==> src/rtl/boreal_pkg.sv <==
// Shared definitions for the boreal feature extractor/synthesizer pair:
// widths, the spatial weight table and the synthesizer state encoding.
package boreal_pkg;

    localparam int N_CH_DEFAULT = 8;
    localparam int SAMPLE_W     = 16;
    localparam int WEIGHT_W     = 8;

    // One table for both ends so analysis and reconstruction stay matched.
    localparam logic signed [WEIGHT_W-1:0] WX [0:7] = '{
        8'sd32, 8'sd24, 8'sd16, 8'sd8, -8'sd8, -8'sd16, -8'sd24, -8'sd32
    };
    localparam logic signed [WEIGHT_W-1:0] WY [0:7] = '{
        -8'sd8, -8'sd16, -8'sd24, -8'sd32, 8'sd32, 8'sd24, 8'sd16, 8'sd8
    };

    typedef enum logic {
        IDLE = 1'b0,
        EMIT = 1'b1
    } state_e;

endpackage

==> src/rtl/boreal_weight_mac.sv <==
// Back-projection of one channel: (fx*wx + fy*wy) >>> SHIFT, reduced to 16 bits.
// BOREAL_SAT_EN selects saturation; otherwise the result wraps.
module boreal_weight_mac
    import boreal_pkg::*;
#(
    parameter int SHIFT = 8
) (
    input  logic [SAMPLE_W-1:0] fx,
    input  logic [SAMPLE_W-1:0] fy,
    input  logic [2:0]          ch,
    output logic [SAMPLE_W-1:0] sample
);

    logic signed [23:0] prod_x;
    logic signed [23:0] prod_y;
    logic signed [31:0] sum;
    logic signed [31:0] shifted;

    always_comb begin
        prod_x  = 24'(signed'(fx)) * 24'(WX[ch]);
        prod_y  = 24'(signed'(fy)) * 24'(WY[ch]);
        sum     = 32'(prod_x) + 32'(prod_y);
        shifted = sum >>> SHIFT;
`ifdef BOREAL_SAT_EN
        if (shifted > 32'sd32767) begin
            sample = 16'h7FFF;
        end else if (shifted < -32'sd32768) begin
            sample = 16'h8000;
        end else begin
            sample = shifted[15:0];
        end
`else
        sample = shifted[15:0];
`endif
    end

`ifndef BOREAL_SAT_EN
    logic unused_hi;
    assign unused_hi = ^shifted[31:16];
`endif

endmodule

==> src/rtl/boreal_feature_synth.sv <==
// Feature-pair to 8-channel sample synthesizer; streams one frame per accepted pair.
// Build option BOREAL_SAT_EN saturates samples instead of wrapping.
//
// state | meaning
// IDLE  | no frame in flight, waiting for a feature pair
// EMIT  | presenting channels 0..N_CH-1 of the captured pair
module boreal_feature_synth
    import boreal_pkg::*;
#(
    parameter int N_CH  = N_CH_DEFAULT,
    parameter int SHIFT = 8
) (
    input  logic        clk,
    input  logic        rst,
    input  logic        in_valid,
    output logic        in_ready,
    input  logic [15:0] feature_x,
    input  logic [15:0] feature_y,
    output logic        out_valid,
    input  logic        out_ready,
    output logic [15:0] sample_out,
    output logic [2:0]  out_ch,
    output logic        out_last
);

    localparam logic [2:0] LAST_CH = 3'(N_CH - 1);

    state_e      state_q, state_d;
    logic [15:0] fx_q, fx_d;
    logic [15:0] fy_q, fy_d;
    logic [15:0] sample_q, sample_d;
    logic [2:0]  ch_q, ch_d;
    logic        out_valid_q, out_valid_d;
    logic        out_last_q, out_last_d;
    logic        accept, accept_last, load;
    logic [15:0] mac_sample;

    assign accept      = out_valid_q & out_ready;
    assign accept_last = accept & out_last_q;
    // Ready again in the cycle the last channel leaves: no bubble between frames.
    assign in_ready    = (state_q == IDLE) | accept_last;

    always_comb begin
        state_d     = state_q;
        fx_d        = fx_q;
        fy_d        = fy_q;
        ch_d        = ch_q;
        out_valid_d = out_valid_q;
        out_last_d  = out_last_q;
        load        = 1'b0;
        if (in_valid && in_ready) begin
            fx_d        = feature_x;
            fy_d        = feature_y;
            ch_d        = 3'd0;
            out_valid_d = 1'b1;
            state_d     = EMIT;
            load        = 1'b1;
        end else if (accept_last) begin
            ch_d        = 3'd0;
            out_valid_d = 1'b0;
            out_last_d  = 1'b0;
            state_d     = IDLE;
        end else if (accept) begin
            ch_d = ch_q + 3'd1;
            load = 1'b1;
        end
        if (load) begin
            out_last_d = (ch_d == LAST_CH);
        end
    end

    // The MAC sees the channel and pair being loaded so the sample is registered with them.
    boreal_weight_mac #(.SHIFT(SHIFT)) u_mac (
        .fx     (fx_d),
        .fy     (fy_d),
        .ch     (ch_d),
        .sample (mac_sample)
    );

    always_comb begin
        sample_d = load ? mac_sample : sample_q;
    end

    always_ff @(posedge clk or posedge rst) begin
        if (rst) begin
            state_q     <= IDLE;
            fx_q        <= '0;
            fy_q        <= '0;
            sample_q    <= '0;
            ch_q        <= '0;
            out_valid_q <= 1'b0;
            out_last_q  <= 1'b0;
        end else begin
            state_q     <= state_d;
            fx_q        <= fx_d;
            fy_q        <= fy_d;
            sample_q    <= sample_d;
            ch_q        <= ch_d;
            out_valid_q <= out_valid_d;
            out_last_q  <= out_last_d;
        end
    end

    assign out_valid  = out_valid_q;
    assign sample_out = sample_q;
    assign out_ch     = ch_q;
    assign out_last   = out_last_q;

endmodule
==> config.mk <==
export PLATFORM = sky130hd
export DESIGN_NAME = boreal_feature_synth
export DESIGN_NICKNAME = d
export VERILOG_FILES = /design/src/rtl/boreal_pkg.sv /design/src/rtl/boreal_weight_mac.sv /design/src/rtl/boreal_feature_synth.sv
export SDC_FILE = /design/constraint.sdc
export NUM_CORES = 1
export LEC_CHECK = 0
export CORE_ASPECT_RATIO = 0.7
export CORE_MARGIN = 8
export CORE_UTILIZATION = 57
export CTS_CLUSTER_DIAMETER = 40
export DETAILED_ROUTE_END_ITERATION = 12
export PLACE_DENSITY = 0.78
export SETUP_SLACK_MARGIN = 0.4
export SYNTH_ARGS = -nofsm -noshare
export SYNTH_HDL_FRONTEND = slang
export SYNTH_SLANG_ARGS = --single-unit
==> constraint.sdc <==
create_clock -name clk -period 9.1 [get_ports clk]
set_input_delay 1.82 -clock clk [delete_from_list [all_inputs] [get_ports clk]]
set_output_delay 1.82 -clock clk [all_outputs]
set_load 0.02 [all_outputs]
==> results.tsv <==
stage	metric	value	unit
yosys	Mapped Cells	807	
floorplan	Die X	154.4	um
floorplan	total core area	13140	um^2
outcome	outcome	completed	
floorplan	num ports	58	
global_route	global routing usage on met2	34.05	%
global_route	global routing met3 resource utilization	3.427	%
worst_setup_path	gate family responsible for the most delay along the worst path	adder cells	
worst_setup_path	Critical Path AT	8590	ps
yosys	number of nets produced by synthesis	1055	
cts	CTS sink cnt	53	
cells_and_area	net count of the finished layout	1113	
cts	CTS H-tree depth	2	
cts	number of buffers inserted during clock tree synthesis	5	
global_route	global-route layer with the greatest usage	met2	
placed_design	Port Buffer Count	57	
yosys	portion of the post-synthesis area used by sequential elements	17.35	%
worst_setup_path	required time of the critical path	9340	ps
yosys	leading cell types by total area after synthesis	sky130_fd_sc_hd__fa_1, sky130_fd_sc_hd__dfrtp_1, sky130_fd_sc_hd__ha_1	
global_route	number of global-route vias before repair	5802	
floorplan	effective utilization at floorplan	58.19	%
detailed_routing	total wirelength of the detailed-routed design	16470	um
global_route	routing usage on met1	26.51	%
placed_design	RD Place Congestion	0.9042	
worst_setup_path	largest stage delay on the critical path	570	ps
yosys	EDFF count, synth	0	
sta	RSZ-0062 raised after global routing	yes	
global_route	largest net degree at the start of global routing	54	
job	maxcap violations	0	
sta	Final Max Slew Viols	0	
sta	post-route clock skew	8.857	ps
cells_and_area	Area Overhead vs Synth	13.06	%
worst_setup_path	most frequent cell on the critical path	sky130_fd_sc_hd__fa_1	
detailed_routing	via-per-instance ratio	5.330	
sta	slew at the pin closest to its max-slew limit	739.6	ps
sta	f_max	0.1198	GHz
cts	CTS tree	done	
detailed_routing	Antenna Nets Post-Route	0	
cells_and_area	# diodes	0	
detailed_routing	average wire length per cell after detail routing	15.96	um
worst_setup_path	top fanout value on the critical path	9	
worst_setup_path	cells along the critical path	clkdlybuf4s50_1 -> nand2b_1 -> o21ai_0 -> a21oi_1 -> ha_1 -> mux2i_4 -> nor2_1 -> fa_1 -> inv_1 -> fa_1 -> inv_1 -> fa_1 -> fa_1 -> fa_1 -> fa_1 -> ha_1 -> a211oi_1 -> nor3_1 -> o21ai_2 -> a21oi_2 -> or4_1 -> nand3_1	
cts	clock tree root buffer cell	sky130_fd_sc_hd__clkbuf_16	
detailed_routing	DR vias	5501	
worst_setup_path	kind of start point of the critical path	input port	
sta	Final Critical Period	8345	ps
yosys	post-synthesis instance area	7645	um^2
sta	TNS Setup	0	ps
sta	worst-case headroom to the max-slew limit	50.69	%
worst_setup_path	combined buffer and inverter count along the critical path	3	
floorplan	Die Span Y	112.9	um
global_route	wire length of the first global-routing pass	28160	um
floorplan	row count	35	
sta	period utilization	91.70	%
cts	number of buffers on the longest clock path	2	
yosys	share of Yosys cell area claimed by the top area cell type	34.30	%
global_route	number of antenna violations at the first check in global routing	0	
cts	clk_lat worst skew	300	ps
sta	final hold viol count	0	
global_route	overall fraction of global-route tracks in use	20.07	%
yosys	area leader, netlist	sky130_fd_sc_hd__fa_1	
yosys	asr flop ratio synth	100.0	%
yosys	Main synth FF type	sky130_fd_sc_hd__dfrtp_1	
hold_path	path type of the worst min-delay path	flop to flop	
detailed_routing	DR iter-0 viols	340	
placed_design	sum of net half-perimeters after detailed placement	13530	um
cells_and_area	layout cell share with drive strength beyond 1	4.503	%
yosys	number of distinct library cells after synthesis	46	
cts	clock-pin slew on the worst setup and hold paths	80	ps
detailed_routing	Initial DRT Pass Iterations	5	
floorplan	area enclosed by the die boundary	17430	um^2
worst_setup_path	Worst Setup Path Type	input port to flop	
yosys	synthesized area divided by synthesized cell count	9.473	um^2
sta	final number of setup-violating endpoints	0	
global_route	Overflow after GRT	0	
worst_setup_path	capturing element type of the critical path	flop	
yosys	#FFs+latches synth	53	
detailed_routing	number of DRC violations after detailed routing	0	
worst_setup_path	library cell contributing the largest single delay on the critical path	sky130_fd_sc_hd__clkdlybuf4s50_1	
yosys	synthesis warning total	0	
## registers in the layout, summed over array words and instances (netlist names)
name and flops:
out_last 1, fy_q 16, fx_q 16, out_valid 1, sample_out 16, out_ch 3
## per-layer routing
metal	part of all wire, %	vias to the layer above	routed length [um]
met5	0	-	0
met4	1.5	0	239
met3	5.1	21	839
met2	50	123	8269
met1	43	2764	7126
li1	-	2593	-
## final timing paths
| kind | from | endpoint | slack [ps] | cells past startpoint |
|---|---|---|---|---|
| min in group asynchronous | rst | sample_out[0]$_DFFE_PP0P_ | 2030 | 3 |
| worst max register to register | out_valid$_DFFE_PP0P_ | sample_out[15]$_DFFE_PP0P_ | 2270 | 22 |
| worst min register to register | sample_out[11]$_DFFE_PP0P_ | sample_out[11]$_DFFE_PP0P_ | 480 | 2 |
| max in group asynchronous | rst | fy_q[15]$_DFF_PP0_ | 6570 | 3 |
| worst min-delay path | sample_out[11]$_DFFE_PP0P_ | sample_out[11]$_DFFE_PP0P_ | 480 | 2 |
| worst max-delay path | out_ready | sample_out[12]$_DFFE_PP0P_ | 760 | 22 |
## stage by stage
step                instances  setup WS [ps]  hold slack, ps  util (%)  area (um^2)
floorplan                 807           1006           508.5         -         7645
global placement         1024          361.0           465.4     64.41         8462
detailed placement       1024          226.6           468.9     64.41         8462
CTS                      1032          530.0           486.3     65.61         8620
global route             1032          369.9           507.4     65.79         8643
finish                   1032          755.5           480.8     65.79         8643
## worst min-delay path, stage by stage (launching register included)
cell	delay, ps
sky130_fd_sc_hd__dfrtp_1	350
sky130_fd_sc_hd__nand2_1	50
sky130_fd_sc_hd__o31ai_1	50
## synth_stat cells, types with 2 or more instances
master and number:
sky130_fd_sc_hd__inv_1 177, sky130_fd_sc_hd__fa_1 131, sky130_fd_sc_hd__nor2_1 130, sky130_fd_sc_hd__ha_1 81, sky130_fd_sc_hd__dfrtp_1 53, sky130_fd_sc_hd__nand2_1 53, sky130_fd_sc_hd__mux2i_1 31, sky130_fd_sc_hd__o21ai_0 18
sky130_fd_sc_hd__clkbuf_1 12, sky130_fd_sc_hd__a21oi_1 11, sky130_fd_sc_hd__xnor2_1 11, sky130_fd_sc_hd__nand2b_1 10, sky130_fd_sc_hd__nor3_1 10, sky130_fd_sc_hd__nand3_1 9, sky130_fd_sc_hd__buf_2 8, sky130_fd_sc_hd__o31ai_1 7
sky130_fd_sc_hd__o21a_1 6, sky130_fd_sc_hd__a211oi_1 4, sky130_fd_sc_hd__buf_4 3, sky130_fd_sc_hd__nor2b_1 3, sky130_fd_sc_hd__nor3b_1 3, sky130_fd_sc_hd__o21ai_1 3, sky130_fd_sc_hd__xnor3_1 3, sky130_fd_sc_hd__a21o_1 2
sky130_fd_sc_hd__and3_1 2, sky130_fd_sc_hd__mux2_2 2, sky130_fd_sc_hd__nand3b_1 2, sky130_fd_sc_hd__o2111ai_1 2, sky130_fd_sc_hd__or3_1 2, sky130_fd_sc_hd__xor2_1 2
## logic make-up (layout without fill, tap and decap cells)
kind of cell	after synthesis	in the layout	share of synthesized area [%]
AO/OA/AOI/OAI	61	61	5.254
XOR/XNOR	17	17	2.586
adder cells (fa/ha/maj)	212	212	47.56
buffers and inverters	201	260	10.15
flip-flops	53	53	17.35
multiplexers	34	34	4.534
AND/OR/NAND/NOR	229	229	12.57
## cells in the final DEF (no fill, tap or decap), types with 6 or more instances in the layout
master and instances:
sky130_fd_sc_hd__a21oi_1 10, sky130_fd_sc_hd__clkdlybuf4s50_1 57, sky130_fd_sc_hd__nor3_1 10, sky130_fd_sc_hd__o31ai_1 7
sky130_fd_sc_hd__nand2_1 52, sky130_fd_sc_hd__fa_1 131, sky130_fd_sc_hd__dfrtp_1 53, sky130_fd_sc_hd__nand2b_1 10
sky130_fd_sc_hd__xnor2_1 11, sky130_fd_sc_hd__o21ai_0 18, sky130_fd_sc_hd__inv_1 176, sky130_fd_sc_hd__buf_4 15
sky130_fd_sc_hd__o21a_1 6, sky130_fd_sc_hd__mux2i_1 30, sky130_fd_sc_hd__nand3_1 9, sky130_fd_sc_hd__nor2_1 130
sky130_fd_sc_hd__ha_1 81
## final cells by class
class | instances | area (um^2)
multi-input combinational | 553 | 5569
fill | 1038 | 4494
sequential | 53 | 1326
timing repair buffer | 74 | 714.4
inverter | 178 | 668.1
tap | 166 | 207.7
clock buffer | 7 | 152.6
clock inverter | 1 | 5.005
## what timing repair did
item	CTS	global route
buffers inserted	0	0
setup endpoints to repair	0	6
hold buffers	0	0
resized for setup	0	5
Power is left out: the tool's default activity adds up to more than one toggle a clock period on the data nets, which glitch-free logic cannot reach.
